$ cat config.mk
export PLATFORM = sky130hd
export DESIGN_NAME = key_input_ctrl
export DESIGN_NICKNAME = d
export VERILOG_FILES = /design/src/rtl/key_input_ctrl.sv
export SDC_FILE = /design/constraint.sdc
export NUM_CORES = 1
export LEC_CHECK = 0
export ABC_CLOCK_PERIOD_IN_PS = 1900
export CAP_MARGIN = 20
export CORE_MARGIN = 3
export CORE_UTILIZATION = 36
export CTS_CLUSTER_DIAMETER = 40
export DETAILED_ROUTE_END_ITERATION = 7
export PLACE_DENSITY = 0.66
export SYNTH_ARGS = -nofsm -noshare
export SYNTH_HDL_FRONTEND = slang
export SYNTH_SLANG_ARGS = --single-unit
$ cat constraint.sdc
create_clock -name i_clk -period 1.9 [get_ports i_clk]
set_input_delay 0.285 -clock i_clk [delete_from_list [all_inputs] [get_ports i_clk]]
set_output_delay 0.285 -clock i_clk [all_outputs]
set_load 0.01 [all_outputs]
$ cat src/rtl/key_input_ctrl.sv
// Key-input sequencer: scanner clock/enable, key handshake into a small FIFO,
// and decode of buffered keys into cursor moves, placement requests and passes.
module key_input_ctrl #(
  parameter int SCAN_DIV   = 50000,
  parameter int BOARD_SIZE = 19,
  parameter int FIFO_DEPTH = 4
) (
  input  logic       i_clk,
  input  logic       i_rst,
  input  logic       i_enable,
  output logic       o_scan_clk,
  output logic       o_kb_en,
  input  logic       i_key_valid,
  input  logic [3:0] i_pressed_index,
  output logic       o_key_received,
  output logic [4:0] o_cursor_x,
  output logic [4:0] o_cursor_y,
  output logic       o_player,
  output logic       o_place_req,
  output logic [4:0] o_place_x,
  output logic [4:0] o_place_y,
  input  logic       i_place_ack,
  input  logic       i_place_ok,
  output logic       o_pass_pulse
);

  localparam int DIV_W = (SCAN_DIV > 1) ? $clog2(SCAN_DIV) : 1;
  localparam int AW    = $clog2(FIFO_DEPTH);
  localparam logic [DIV_W-1:0] DIV_LAST = DIV_W'(SCAN_DIV - 1);
  localparam logic [4:0] C_MAX = 5'(BOARD_SIZE - 1);
  localparam logic [4:0] C_MID = 5'(BOARD_SIZE / 2);

  typedef enum logic [1:0] {S_IDLE, S_DECODE, S_PLACE_WAIT} state_t;

  state_t           r_state;
  logic [DIV_W-1:0] r_div_cnt;
  logic             r_scan_clk;
  logic             r_kb_en;
  logic [3:0]       r_fifo_mem [FIFO_DEPTH];
  logic [AW:0]      r_wr_ptr;
  logic [AW:0]      r_rd_ptr;
  logic             r_key_received;
  logic [3:0]       r_code;
  logic [4:0]       r_cur_x;
  logic [4:0]       r_cur_y;
  logic             r_player;
  logic             r_place_req;
  logic [4:0]       r_place_x;
  logic [4:0]       r_place_y;
  logic             r_pass_pulse;

  logic w_empty;
  logic w_full;
  logic w_push;

  // Pointers carry one extra wrap bit so full and empty are distinguishable.
  assign w_empty = (r_wr_ptr == r_rd_ptr);
  assign w_full  = (r_wr_ptr[AW] != r_rd_ptr[AW]) &&
                   (r_wr_ptr[AW-1:0] == r_rd_ptr[AW-1:0]);
  assign w_push  = i_enable && i_key_valid && !r_key_received && !w_full;

  always_ff @(posedge i_clk) begin
    if (i_rst) begin
      r_div_cnt  <= '0;
      r_scan_clk <= 1'b0;
      r_kb_en    <= 1'b0;
    end else begin
      r_kb_en <= i_enable;
      if (r_div_cnt == DIV_LAST) begin
        r_div_cnt  <= '0;
        r_scan_clk <= ~r_scan_clk;
      end else begin
        r_div_cnt <= r_div_cnt + DIV_W'(1);
      end
    end
  end

  always_ff @(posedge i_clk) begin
    if (w_push) r_fifo_mem[r_wr_ptr[AW-1:0]] <= i_pressed_index;
  end

  always_ff @(posedge i_clk) begin
    if (i_rst) begin
      r_state        <= S_IDLE;
      r_wr_ptr       <= '0;
      r_rd_ptr       <= '0;
      r_key_received <= 1'b0;
      r_code         <= 4'h0;
      r_cur_x        <= C_MID;
      r_cur_y        <= C_MID;
      r_player       <= 1'b0;
      r_place_req    <= 1'b0;
      r_place_x      <= 5'd0;
      r_place_y      <= 5'd0;
      r_pass_pulse   <= 1'b0;
    end else if (!i_enable) begin
      // Game paused: abandon any pending request and queued keys, keep the position.
      r_state        <= S_IDLE;
      r_wr_ptr       <= '0;
      r_rd_ptr       <= '0;
      r_key_received <= 1'b0;
      r_place_req    <= 1'b0;
      r_pass_pulse   <= 1'b0;
    end else begin
      r_key_received <= w_push;
      r_pass_pulse   <= 1'b0;
      if (w_push) r_wr_ptr <= r_wr_ptr + 1'b1;
      case (r_state)
        S_IDLE: begin
          if (!w_empty) begin
            r_code   <= r_fifo_mem[r_rd_ptr[AW-1:0]];
            r_rd_ptr <= r_rd_ptr + 1'b1;
            r_state  <= S_DECODE;
          end
        end
        S_DECODE: begin
          r_state <= S_IDLE;
          case (r_code)
            4'h1: if (r_cur_y != 5'd0)  r_cur_y <= r_cur_y - 5'd1;
            4'h9: if (r_cur_y != C_MAX) r_cur_y <= r_cur_y + 5'd1;
            4'h4: if (r_cur_x != 5'd0)  r_cur_x <= r_cur_x - 5'd1;
            4'h6: if (r_cur_x != C_MAX) r_cur_x <= r_cur_x + 5'd1;
            4'hC: begin
              r_cur_x <= C_MID;
              r_cur_y <= C_MID;
            end
            4'hF: begin
              r_pass_pulse <= 1'b1;
              r_player     <= ~r_player;
            end
            4'h5: begin
              r_place_x   <= r_cur_x;
              r_place_y   <= r_cur_y;
              r_place_req <= 1'b1;
              r_state     <= S_PLACE_WAIT;
            end
            default: ;
          endcase
        end
        S_PLACE_WAIT: begin
          if (i_place_ack) begin
            r_place_req <= 1'b0;
            if (i_place_ok) r_player <= ~r_player;
            r_state <= S_IDLE;
          end
        end
        default: r_state <= S_IDLE;
      endcase
    end
  end

  assign o_scan_clk     = r_scan_clk;
  assign o_kb_en        = r_kb_en;
  assign o_key_received = r_key_received;
  assign o_cursor_x     = r_cur_x;
  assign o_cursor_y     = r_cur_y;
  assign o_player       = r_player;
  assign o_place_req    = r_place_req;
  assign o_place_x      = r_place_x;
  assign o_place_y      = r_place_y;
  assign o_pass_pulse   = r_pass_pulse;

endmodule
* After elaboration in Yosys (flattened, before gate mapping)
Memory sizes are Yosys's and may differ from the RTL's. A register that Yosys moved wholly into a read port is not among the register bits.
Index checks and enable logic that the tools add are counted.
** Word-level totals
- Flip-flop bits (word level) :: 50
- Output and inout bits :: 26
- Memories kept :: 1
- Logic and storage cells :: 94
- RAM bits :: 16
- Input port bits :: 10
** Cells by class
- $add $sub $neg :: 7
- Reductions and logical operators :: 23
- Bitwise logic cells :: 5
- Mux-type cells :: 20
- Equality and inequality tests :: 24
** Memories
- r_fifo_mem :: depth 4, width 4, rd ports 1, clocked after Yosys merged registers in 1, wr ports 1, line 39 : logic [3:0] r_fifo_mem [FIFO_DEPTH];
** Operator list (count)
- 5-bit case mux with 3 select lines :: 2
- 5-bit two-way mux :: 4
- 16-bit by 1-bit adder with 16-bit output, second input constant :: 1
- 16-bit == test, second input constant :: 1
- 5-bit AND reduction :: 3
- 2-bit inequality test, second input constant :: 7
- 4-bit by 3-bit == test with 1-bit output, second input constant :: 3
- 4-bit == test, second input constant :: 3
- 5-bit by 1-bit adder with 5-bit output, second input constant :: 2
- 5-bit inequality test, second input constant :: 2
- 5-bit nonzero test :: 2
- 5-bit by 1-bit subtractor with 5-bit output, second input constant :: 2
- 3-bit AND reduction :: 3
- 1-bit two-way mux :: 8
- 3-bit by 1-bit adder with 3-bit output, second input constant :: 2
- 2-bit two-way mux :: 3
- 2-bit case mux with 3 select lines :: 1
- 3-bit nonzero test :: 2
- 1-bit NOT :: 5
- 4-bit by 1-bit == test with 1-bit output, second input constant :: 1
- 1-bit logical AND :: 4
- 2-bit by 1-bit inequality test with 1-bit output, second input constant :: 2
- 1-bit case mux with 2 select lines :: 2
- 2-bit AND reduction :: 2
- other kinds (10) :: 12

* Longest topological paths before layout
Gate-level depths: netlist (run 1).
- Depth after elaboration :: 6
- Gate-level depth with buffers :: 7
- Mapped depth without buffers :: 6

* Worst setup path before layout (run 1)
OpenSTA, ideal clock, no wires.
- Path kind :: flip-flop to flip-flop
- From :: reg r_code[2], read port of r_fifo_mem
- To :: reg r_cur_y[4], in the netlist o_cursor_y[4]
- Path slack :: -0.141 ns
- Cell stages (with the launch flop) :: 8
- Clock period less this slack :: 2.041 ns
- Data arrival time :: 1.962 ns
- Required time :: 1.821 ns
- Path through :: dfxtp_1 > clkbuf_1 > nand4bb_1 > ha_1 > nand3_1 > and3_1 > or4_1 > o211ai_1
** On the way
- Cells in the longest elaborated chain, start to end :: 3
- Elaborated cells between the ends (all ways) :: 8
- Classes of those cells :: eq/ne (5); mux (1); reduce/logical (2)
** Ends and longest elaborated chain
- from (decl) :: line 43 : logic [3:0] r_code;
- 4-bit == test / 4-bit by 1-bit == test with 1-bit output (equally long branches) :: line 118 : case (r_code)
- 2-bit inequality test (no line) / 3-bit nonzero test (equally long branches)
- 5-bit AND reduction (no line)
- to (signal assigned) :: line 119 : 4'h1: if (r_cur_y != 5'd0) r_cur_y <= r_cur_y - 5'd1;
- to (signal assigned) :: line 120 : 4'h9: if (r_cur_y != C_MAX) r_cur_y <= r_cur_y + 5'd1;
- to (decl) :: line 45 : logic [4:0] r_cur_y;
Parallel ways exist; a longest one is shown, timed or not.
A chain may end at the register's enable or synchronous reset.

* Worst setup path after layout (run 1)
Same ends and word-level chain as after synthesis.

==> results of run 1 <==
state kept, by name (all words and copies together), names as in the netlist:
register / flops
o_cursor_x: 5
o_scan_clk: 1
o_key_received: 1
r_wr_ptr: 3
r_rd_ptr: 3
r_state: 2
r_div_cnt: 16
o_place_x: 5
o_cursor_y: 5
o_place_y: 5
o_player: 1
r_fifo_mem: 16
r_code: 4
o_place_req: 1
o_kb_en: 1
o_pass_pulse: 1
cell type report:
cell class              instances  area share [%]
inverters                      11           0.960
clock buffers                  11            3.05
flip-flops and latches         70            36.3
well taps                     108            3.14
clock inverters                 5            1.72
repair buffers                 75            15.2
multi-input cells             231            39.6
layer usage:
metal  global-route usage [%]  vias to the layer above  share of wire (%)
met2                     24.7                       48                 48
met3                     3.86                       19                3.5
met5                        0                        -                  0
met1                     17.5                     1236                 46
li1                         -                     1328                  -
met4                     7.46                        0                2.5
cells in the final DEF (no fill, tap or decap), types with 2 or more instances in the layout:
cell type and n:
sky130_fd_sc_hd__mux4_2 4, sky130_fd_sc_hd__nand3b_1 3, sky130_fd_sc_hd__a21oi_1 16, sky130_fd_sc_hd__nand4_1 4
sky130_fd_sc_hd__ha_4 2, sky130_fd_sc_hd__nor2_1 41, sky130_fd_sc_hd__nand3_1 10, sky130_fd_sc_hd__xor2_1 11
sky130_fd_sc_hd__ha_1 10, sky130_fd_sc_hd__clkbuf_1 2, sky130_fd_sc_hd__dfxtp_1 52, sky130_fd_sc_hd__or4_1 4
sky130_fd_sc_hd__bufinv_16 2, sky130_fd_sc_hd__a211o_1 2, sky130_fd_sc_hd__mux2i_1 16, sky130_fd_sc_hd__edfxtp_1 16
sky130_fd_sc_hd__clkinv_2 2, sky130_fd_sc_hd__and3_1 6, sky130_fd_sc_hd__and4b_1 2, sky130_fd_sc_hd__or3_1 8
sky130_fd_sc_hd__clkbuf_8 9, sky130_fd_sc_hd__and2_1 6, sky130_fd_sc_hd__nor3b_1 2, sky130_fd_sc_hd__a31oi_1 3
sky130_fd_sc_hd__xnor2_1 14, sky130_fd_sc_hd__clkdlybuf4s50_1 35, sky130_fd_sc_hd__nand2_1 14, sky130_fd_sc_hd__inv_1 11
sky130_fd_sc_hd__o211ai_1 2, sky130_fd_sc_hd__a21oi_2 2, sky130_fd_sc_hd__o21ai_0 8, sky130_fd_sc_hd__nand4bb_1 2
sky130_fd_sc_hd__a211oi_1 3, sky130_fd_sc_hd__nor4_1 5, sky130_fd_sc_hd__o2111ai_1 2, sky130_fd_sc_hd__nor3_1 7
sky130_fd_sc_hd__fa_2 2, sky130_fd_sc_hd__buf_4 39, sky130_fd_sc_hd__and4_1 2, sky130_fd_sc_hd__dfxtp_2 2
metrics by stage:
| stage | hold WS (ns) | TNS, ns | worst slack, ns | util [%] |
|---|---|---|---|---|
| 3_3_place_gp | 0.437 | -0.326 | -0.0357 | 46.0 |
| 2_1_floorplan | 0.384 | -0.130 | -0.0810 | - |
| 3_5_place_dp | 0.467 | -0.951 | -0.104 | 46.0 |
| 6_report | 0.482 | 0 | 0.00106 | 48.9 |
| 4_1_cts | 0.490 | 0 | 0.0157 | 48.6 |
| 5_1_grt | 0.517 | -0.115 | -0.105 | 48.9 |
worst register-to-register path: stages (launching register included):
cell and delay (ns):
sky130_fd_sc_hd__dfxtp_1 0.32, sky130_fd_sc_hd__nand4bb_4 0.30, sky130_fd_sc_hd__ha_1 0.35, sky130_fd_sc_hd__nand3_1 0.09
sky130_fd_sc_hd__and3_1 0.19, sky130_fd_sc_hd__or4_1 0.47, sky130_fd_sc_hd__o211ai_1 0.10
how the worst max path moves through the flow:
stage	end	slack (ns)	depth (start not counted)
after floorplan	o_cursor_x[4]	-0.08	7
final	o_cursor_y[4]	0.001	6
after detailed placement	o_place_x[2]	-0.10	6
after CTS	o_cursor_y[4]	0.02	6
after global routing	o_cursor_y[4]	-0.10	6
after global placement	o_place_x[4]	-0.04	6
power by group:
part / internal (mW) / total [mW] / leakage, nW / switching, mW
sequential: 1.54 / 1.56 / 0.583 / 0.0183
clock: 0.731 / 1.28 / 0.105 / 0.546
combinational: 0.0756 / 0.147 / 0.984 / 0.0719
total: 2.35 / 2.98 / 1.67 / 0.636
cells by family (layout without fill, tap and decap cells):
kind of cell | Yosys count | count (layout) | synth area share [%]
fa+ha+maj | 14 | 14 | 5.76
compound gates | 48 | 48 | 9.71
simple gates | 124 | 124 | 20.3
mux | 20 | 20 | 7.58
buf+inv | 22 | 102 | 2.69
xor+xnor | 25 | 25 | 6.64
flops | 70 | 70 | 47.3
what timing repair did:
action	CTS	global route
pin swaps	0	0
setup endpoints to repair	2	4
gates resized for setup	4	6
==> results.txt, run 1 <==
WS Path Type: reg2reg
reg-to-reg startpoint: r_code[2]
number of nets in the synthesized netlist: 347
grt total ovfl: 0
worst hold path startpoint: r_div_cnt[0]
cell with the largest stage delay on the worst path: sky130_fd_sc_hd__or4_1
number of DRC markers after the initial detailed-route iteration: 78
number of standard-cell rows in the floorplan: 34
effective utilization at floorplan: 37.5%
final clock skew: 0.0106 ns
GRT Util Overall: 14.8%
area share of the largest cell type after synthesis: 32.8%
cell depth of the worst min-delay path: 1
Antenna diodes: 0
Top Family by Delay on Critical Path: simple AND/OR/NAND/NOR gates
Vias per Instance: 5.15
buffers inserted during post-CTS setup optimization: 0
Worst Reg-to-Reg Cells: 6
run status: finished clean
portion of the post-synthesis area used by sequential elements: 47.3%
largest cells by area after synthesis: sky130_fd_sc_hd__dfxtp_1, sky130_fd_sc_hd__edfxtp_1, sky130_fd_sc_hd__mux2i_1
CTS buffer count: 9
Mapped Avg Cell Area: 10.2 µm²
Final Non-Filler Cells: 511
Worst R2R End: o_cursor_y[4]
largest voltage drop on the vdd net: 0.000261 V
Register Area: 1560 µm²
max-capacitance violation count: 0
delay contributed by the slowest stage of the critical path: 0.47 ns
pin count of the biggest net entering global routing: 27
fin crit share: 99.9%
# nets final: 422
WL final: 7.06 mm
max-slew violation total from the final report: 0
fraction of final layout cells with drive strength greater than 1: 18.1%
cell-by-cell trace of the critical path: nand4bb_4 -> ha_1 -> nand3_1 -> and3_1 -> or4_1 -> o211ai_1
RSZ-0062 raised after global routing: true
placed cells: 495
type of the worst min-delay path: reg2reg
insertion delay of the later-clocked pin in the worst-skew pair: 0.35 ns
number of enable-type register cells in the synthesized netlist: 16
dominant cell by count in the synthesized netlist: sky130_fd_sc_hd__dfxtp_1
filler cell count: 834
TritonCTS clock tree: yes
number of remaining DRC errors: 0
number of distinct library cells after synthesis: 51
biggest fanout along the worst timing path: 6
Syn Std Cell Area: 3300 µm²
Power per Cell Area: 693 nW/µm²
clock transition time at the flip-flop clock pins of the worst setup and hold paths: 0.08 ns
total power of the final layout: 2.98 mW
vertical die dimension: 102 µm
area enclosed by the die boundary: 10400 µm²
critical path arrival: 2.17 ns
DIE WIDTH: 102 µm
Critical Path Source Type: register
multi-input logic area: 1700 µm²
number of storage elements in the synthesis netlist: 70
I/O pin cnt: 36
wire length of the first global-routing pass: 12.1 mm
core area: 8810 µm²
Synth Flop Type: sky130_fd_sc_hd__dfxtp_1
CTS H-tree depth: 3
r2r setup slk: 0.001 ns
maximum clock frequency: 527 MHz
number of buffer cells added on primary ports: 35
Final ANT Viol Nets: 0
number of vias after detailed routing: 2631
Endpoint, Worst Hold: r_div_cnt[0]
HPWL reported at the end of detailed placement: 5.25 mm
Yosys warning total: 0
sinks on the clock net: 70
setup violators final: 0
kind of capture point of the worst setup path: register
count of hold buffers inserted by post-cts repair: 0
Initial DRT Pass Iterations: 4
buffer levels on the longest clock path: 2
buffer and inverter count on the worst path: 0
Req. time, crit path: 2.17 ns
fraction of registers with async set/reset: 0%
layout overhead on the synthesized area: 30.4%
placed cell area: 4050 µm²
Setup crit start: r_code[2]
final non-filler cell area: 4300 µm²
cell count after synthesis: 323
library cell with the largest summed area after synthesis: sky130_fd_sc_hd__dfxtp_1
average wire per standard cell: 13.8 µm
root buf cell: sky130_fd_sc_hd__clkbuf_8
standby leakage power: 1.67 nW
final critical path time including I/O delays and setup: 1.90 ns
measured slew at the worst slew-check pin: 0.462 ns
vias in the first global route: 2701
most used standard cells in the synthesized netlist: sky130_fd_sc_hd__dfxtp_1, sky130_fd_sc_hd__nor2_1, sky130_fd_sc_hd__a21oi_1
worst rel slew slack: 68.9%
number of antenna violations at the first check in global routing: 0
routability congestion estimate from global placement: 0.854
Final Hold Fails: 0
(Power assumes the default switching activity.)
==> run 2, diff against run 1 <==
--- a/config.mk
+++ b/config.mk
@@ -8,10 +8,10 @@
 export ABC_CLOCK_PERIOD_IN_PS = 1900
 export CAP_MARGIN = 20
 export CORE_MARGIN = 3
-export CORE_UTILIZATION = 36
+export CORE_UTILIZATION = 51
 export CTS_CLUSTER_DIAMETER = 40
 export DETAILED_ROUTE_END_ITERATION = 7
-export PLACE_DENSITY = 0.66
+export PLACE_DENSITY = 0.85
 export SYNTH_ARGS = -nofsm -noshare
 export SYNTH_HDL_FRONTEND = slang
 export SYNTH_SLANG_ARGS = --single-unit
==> results.txt, run 2 (synthesis gave the netlist of run 1 again) <==
run status: complete, but fails checks
switching fraction of total power: 22.1%
cell-by-cell trace of the critical path: nand4bb_4 -> fa_2 -> nand3_4 -> a21oi_2 -> or4_1 -> o211ai_1
insertion delay of the later-clocked pin in the worst-skew pair: 0.36 ns
Endpoint, Worst Hold: r_div_cnt[0]
internal power summed over all cells: 2.39 mW
cell with the largest stage delay on the worst path: sky130_fd_sc_hd__or4_1
clock transition time at the flip-flop clock pins of the worst setup and hold paths: 0.07 ns
HPWL reported at the end of detailed placement: 4.99 mm
maximum clock frequency: 512 MHz
count of hold buffers inserted by post-cts repair: 0
routing usage on met3: 7.41%
number of standard-cell rows in the floorplan: 28
number of remaining DRC errors: 0
routability congestion estimate from global placement: 0.880
CTS H-tree depth: 3
Critical Path Source Type: register
DIE WIDTH: 86.4 µm
Power per Cell Area: 703 nW/µm²
grt total ovfl: 0
critical path arrival: 2.22 ns
pin count of the biggest net entering global routing: 27
number of antenna violations at the first check in global routing: 0
Setup crit start: r_code[2]
worst rel slew slack: 64.2%
setup violators final: 1
Antenna diodes: 0
number of buffer cells added on primary ports: 35
CTS buffer count: 9
worst hold path startpoint: r_div_cnt[0]
effective utilization at floorplan: 54.1%
Most Used Layer, Global Route: met2
Final Hold Fails: 0
area enclosed by the die boundary: 7470 µm²
Worst R2R End: o_cursor_y[4]
biggest fanout along the worst timing path: 4
number of DRC markers after the initial detailed-route iteration: 231
kind of capture point of the worst setup path: register
standby leakage power: 1.68 nW
Total Negative Setup Slacks: -0.0519 ns
Final ANT Viol Nets: 0
buffer levels on the longest clock path: 2
# nets final: 421
Vias per Instance: 5.86
average wire per standard cell: 15.5 µm
r2r setup slk: -0.05 ns
type of the worst min-delay path: reg2reg
fraction of final layout cells with drive strength greater than 1: 20.6%
number of vias after detailed routing: 2795
core area: 6100 µm²
met1 Resource Use GR: 24.7%
max-slew violation total from the final report: 0
worst setup margin: -0.0519 ns
met2 capacity usage during global routing: 34.4%
GRT Util Overall: 20.8%
max-capacitance violation count: 0
WS Path Type: reg2reg
total power of the final layout: 3.07 mW
vertical die dimension: 86.4 µm
TritonCTS clock tree: yes
measured slew at the worst slew-check pin: 0.532 ns
I/O pin cnt: 36
vias in the first global route: 2711
most common cell after layout, fill and taps aside: sky130_fd_sc_hd__dfxtp_1
net switching power: 678 µW
cell depth of the worst min-delay path: 1
Req. time, crit path: 2.17 ns
clock share of power: 44.1%
violations in the final reports: negative setup slack
final clock skew: 0.00711 ns
Initial DRT Pass Iterations: 5
sinks on the clock net: 70
WL final: 7.41 mm
RSZ-0062 raised after global routing: true
root buf cell: sky130_fd_sc_hd__clkbuf_8
final critical path time including I/O delays and setup: 1.95 ns
delay contributed by the slowest stage of the critical path: 0.54 ns
reg-to-reg startpoint: r_code[2]
most frequent cells in the layout: sky130_fd_sc_hd__dfxtp_1, sky130_fd_sc_hd__nor2_1, sky130_fd_sc_hd__buf_4
wire length of the first global-routing pass: 12.2 mm
part of the total power dissipated in combinational logic: 5.1%
largest voltage drop on the vdd net: 0.000496 V
Worst Reg-to-Reg Cells: 6
sequential share of power: 50.8%
layout overhead on the synthesized area: 32.2%
fin crit share: 103%
run 2: changes by cell type in the layout (fill, tap and decap cells not counted), moves of 2 or more:
cell                       before  now
sky130_fd_sc_hd__a21oi_1       16   14
sky130_fd_sc_hd__clkbuf_1       2    0
sky130_fd_sc_hd__clkinv_2       2    0
sky130_fd_sc_hd__dfxtp_1       52   50
sky130_fd_sc_hd__dfxtp_4        0    2
sky130_fd_sc_hd__o21ai_0        8    6
sky130_fd_sc_hd__o21ai_1        0    2
run 2: metrics by stage:
step / utilization, % / instance area, µm² / setup WS [ns] / cells / hold slack [ns]
finish: 71.6 / 4360 / -0.0519 / 477 / 0.490
floorplan: - / 3320 / -0.0810 / 323 / 0.384
detailed placement: 65.2 / 3980 / -0.150 / 457 / 0.474
CTS: 70.1 / 4270 / -0.0144 / 475 / 0.489
global route: 71.6 / 4360 / -0.0920 / 477 / 0.513
global placement: 65.2 / 3980 / -0.0569 / 457 / 0.442
run 2: per-layer routing:
layer  part of all wire, %  vias up
met5                     0        -
met4                   1.4        0
met3                   6.8       12
met2                    51      120
met1                    40     1342
li1                      -     1321
run 2: how the worst max path moves through the flow:
stage	to	slack (ns)	cells after the start
finish	o_cursor_y[4]	-0.05	6
global route	o_cursor_y[4]	-0.09	6
CTS	o_cursor_y[4]	-0.01	6
detailed placement	o_cursor_x[4]	-0.15	6
global placement	o_cursor_x[4]	-0.06	6
floorplan	o_cursor_x[4]	-0.08	7
run 2: repair_timing:
action / 4_1_cts / 5_1_grt
gates resized for setup: 12 / 13
pin swaps: 4 / 6
endpoints found under the setup margin: 4 / 4
buffers inserted: 2 / 2
run 2: final cells by class:
type | instances | area [µm²]
Inverter | 11 | 41.3
Multi-Input combinational cell | 231 | 1780
Tap cell | 75 | 93.8
Clock inverter | 6 | 83.8
Fill cell | 426 | 1730
Clock buffer | 10 | 138
Timing Repair Buffer | 74 | 656
Sequential cell | 70 | 1570
run 2: critical path: cells and delay by family (launching register included):
kind | cells | cell delay (ns)
AOI/OAI and AO/OA | 2 | 0.19
adders and majority gates | 1 | 0.41
DFF | 1 | 0.36
and+or+nand+nor | 3 | 0.91
run 2: power groups by stage:
stage,combinational [mW],sequential [mW],clock [mW]
finish,0.157,1.56,1.35
floorplan,0.0799,1.59,0
detailed placement,0.148,1.59,0
global placement,0.143,1.59,0
CTS,0.151,1.56,1.36
global route,0.172,1.56,1.44
==> RTL edit (settings of run 2) <==
Add an input register stage for `i_key_valid`, cleared by the reset; this delays it by one clock. The other inputs are not delayed to match.
--- a/src/rtl/key_input_ctrl.sv
+++ b/src/rtl/key_input_ctrl.sv
@@ -32,6 +32,16 @@
 
   typedef enum logic [1:0] {S_IDLE, S_DECODE, S_PLACE_WAIT} state_t;
 
+  logic i_key_valid_q;
+
+  always_ff @(posedge i_clk) begin
+    if (i_rst) begin
+      i_key_valid_q <= '0;
+    end else begin
+      i_key_valid_q <= i_key_valid;
+    end
+  end
+
   state_t           r_state;
   logic [DIV_W-1:0] r_div_cnt;
   logic             r_scan_clk;
@@ -57,7 +67,7 @@
   assign w_empty = (r_wr_ptr == r_rd_ptr);
   assign w_full  = (r_wr_ptr[AW] != r_rd_ptr[AW]) &&
                    (r_wr_ptr[AW-1:0] == r_rd_ptr[AW-1:0]);
-  assign w_push  = i_enable && i_key_valid && !r_key_received && !w_full;
+  assign w_push  = i_enable && i_key_valid_q && !r_key_received && !w_full;
 
   always_ff @(posedge i_clk) begin
     if (i_rst) begin
Formal check against the unedited RTL: not equivalent (Yosys sat finds a counterexample within 4 cycles, from zero or initial values and one cycle with i_rst high).
==> RTL edit against run 2 <==
  * The run still ends with negative setup slack left
  * Combinational power decreased by 28%
  * Sequential cell count increased by 1
  * Design area decreased by 4.4%
  * Synthesized cell count decreased by 4.6%
  * Worst setup slack got worse by 0.14 ns
  * Cell count decreased by 4.6%
  * Core utilization decreased by 2.7 points
  * Total power decreased by 3.3%
  * Wire length decreased by 14%
  * Count of clock-buffer cells in the layout increased by 2
  * Synthesized area decreased by 1.1%
  * Largest power group unchanged
==> RTL edit: results (changes against run 2) <==
- Status: finished with violations
- Failing checks: negative setup slack
- Post-DP Area: 0.003921 mm² (-1.4%)
- Met3 Resource Use GR: 5.668% (-1.7 points)
- WHS: 0.4799 ns (-0.01036 ns)
- Final setup viols: 5 (+4)
- Met3 WL: 275 µm (-46%)
- Worst path max stage delay: 0.35 ns (-0.19 ns)
- Hold Path Class: reg2reg
- Detail Placement HPWL: 4588 µm (-8.1%)
- Yosys cell types: 48 (-5.9%)
- Combinational gate power: 0.113 mW (-28%)
- Met1 Wirelength: 2775 µm (-7.1%)
- Initial DRC count: 103 (-55%)
- Worst IR drop on VDD: 0.5338 mV (+7.6%)
- Layout Skew: 0.009166 ns (+0.002057 ns)
- Critical path data arrival time: 2.36 ns (+0.14 ns)
- Ys async rst share: 0% (unchanged)
- DR pass1 iterations: 4 (-1)
- Nets@finish: 399 (-5.2%)
- Layout cell share with drive strength beyond 1: 18.42% (-2.2 points)
- LEAKAGE: 1.640 nW (-2.1%)
- Setup WS post-layout: -0.1960 ns (-0.1441 ns)
- Synth area leaders: dfxtp_1 (34%), edfxtp_1 (15%), mux2i_1 (5.2%)
- Avg Cell Area, Syn: 10.59 µm² (+3.7%)
- Slew @ Worst Pin: 0.6054 ns (+0.07292 ns)
- First-pass GRT wire length: 10940 µm (-10%)
- Met2 Usage GRT: 31.60% (-2.8 points)
- Mapped Nets: 332 (-4.3%)
- Met1 Resource Use GR: 22.12% (-2.5 points)
- Vias: 2462 (-12%)
- Post-Place Worst Slack: -0.1536 ns (-0.003356 ns)
- Psw: 0.6142 mW (-9.4%)
- Met2 wire len: 3154 µm (-17%)
- GRT Resource Usage Total: 19.08% (-1.7 points)
- Sequential share of the synthesized area: 48.47% (+1.1 points)
- PD cells: 710.7 mW/mm² (+1.1%)
- GP Congestion: 0.8229 (-6.4%)
- Vias in the first global route: 2439 (-10%)
- Placed instance count: 438 (-4.2%)
- Wire per inst: 14.02 µm (-9.7%)
- Synth cell count leaders: dfxtp_1 (55), nor2_1 (45), nand2_1 (19), mux2i_1 (17), edfxtp_1 (16)
- Via/cell ratio: 5.411 (-7.7%)
- Maximum number of pins on one net before global-route repair: 34 (+26%)
- Setup TNS Final: -0.3726 ns (-0.3207 ns)
-- RTL edit: logic make-up after synthesis --
kind of cell    Yosys count  synth area share, %
buf+inv                  16                2.147
simple gates            125                20.17
xor+xnor                 30                8.052
mux                      21                8.205
compound gates           31                7.132
flops                    71                48.47
fa+ha+maj                14                5.828
-- RTL edit: final timing paths --
path	startpoint	end	cells after the start
worst max register to register	r_code[2]	o_cursor_y[4]	8
worst min register to register	r_div_cnt[0]	r_div_cnt[0]	1
worst min-delay path	r_div_cnt[0]	r_div_cnt[0]	1
worst max-delay path	r_code[2]	o_cursor_y[4]	8
-- RTL edit: layout make-up --
type                       count  area (µm²)
clock buffer                  12       135.1
clock inverter                 4       70.07
fill                         448        1889
inverter                       7       28.78
multi-input combinational    221        1670
sequential                    71        1585
tap                           75       93.84
timing repair buffer          65       588.1
-- RTL edit: what timing repair did --
action                     CTS  global route
pin swaps                    5             5
setup endpoints to repair    5             5
resized for setup            5             3
setup buffers                1             0
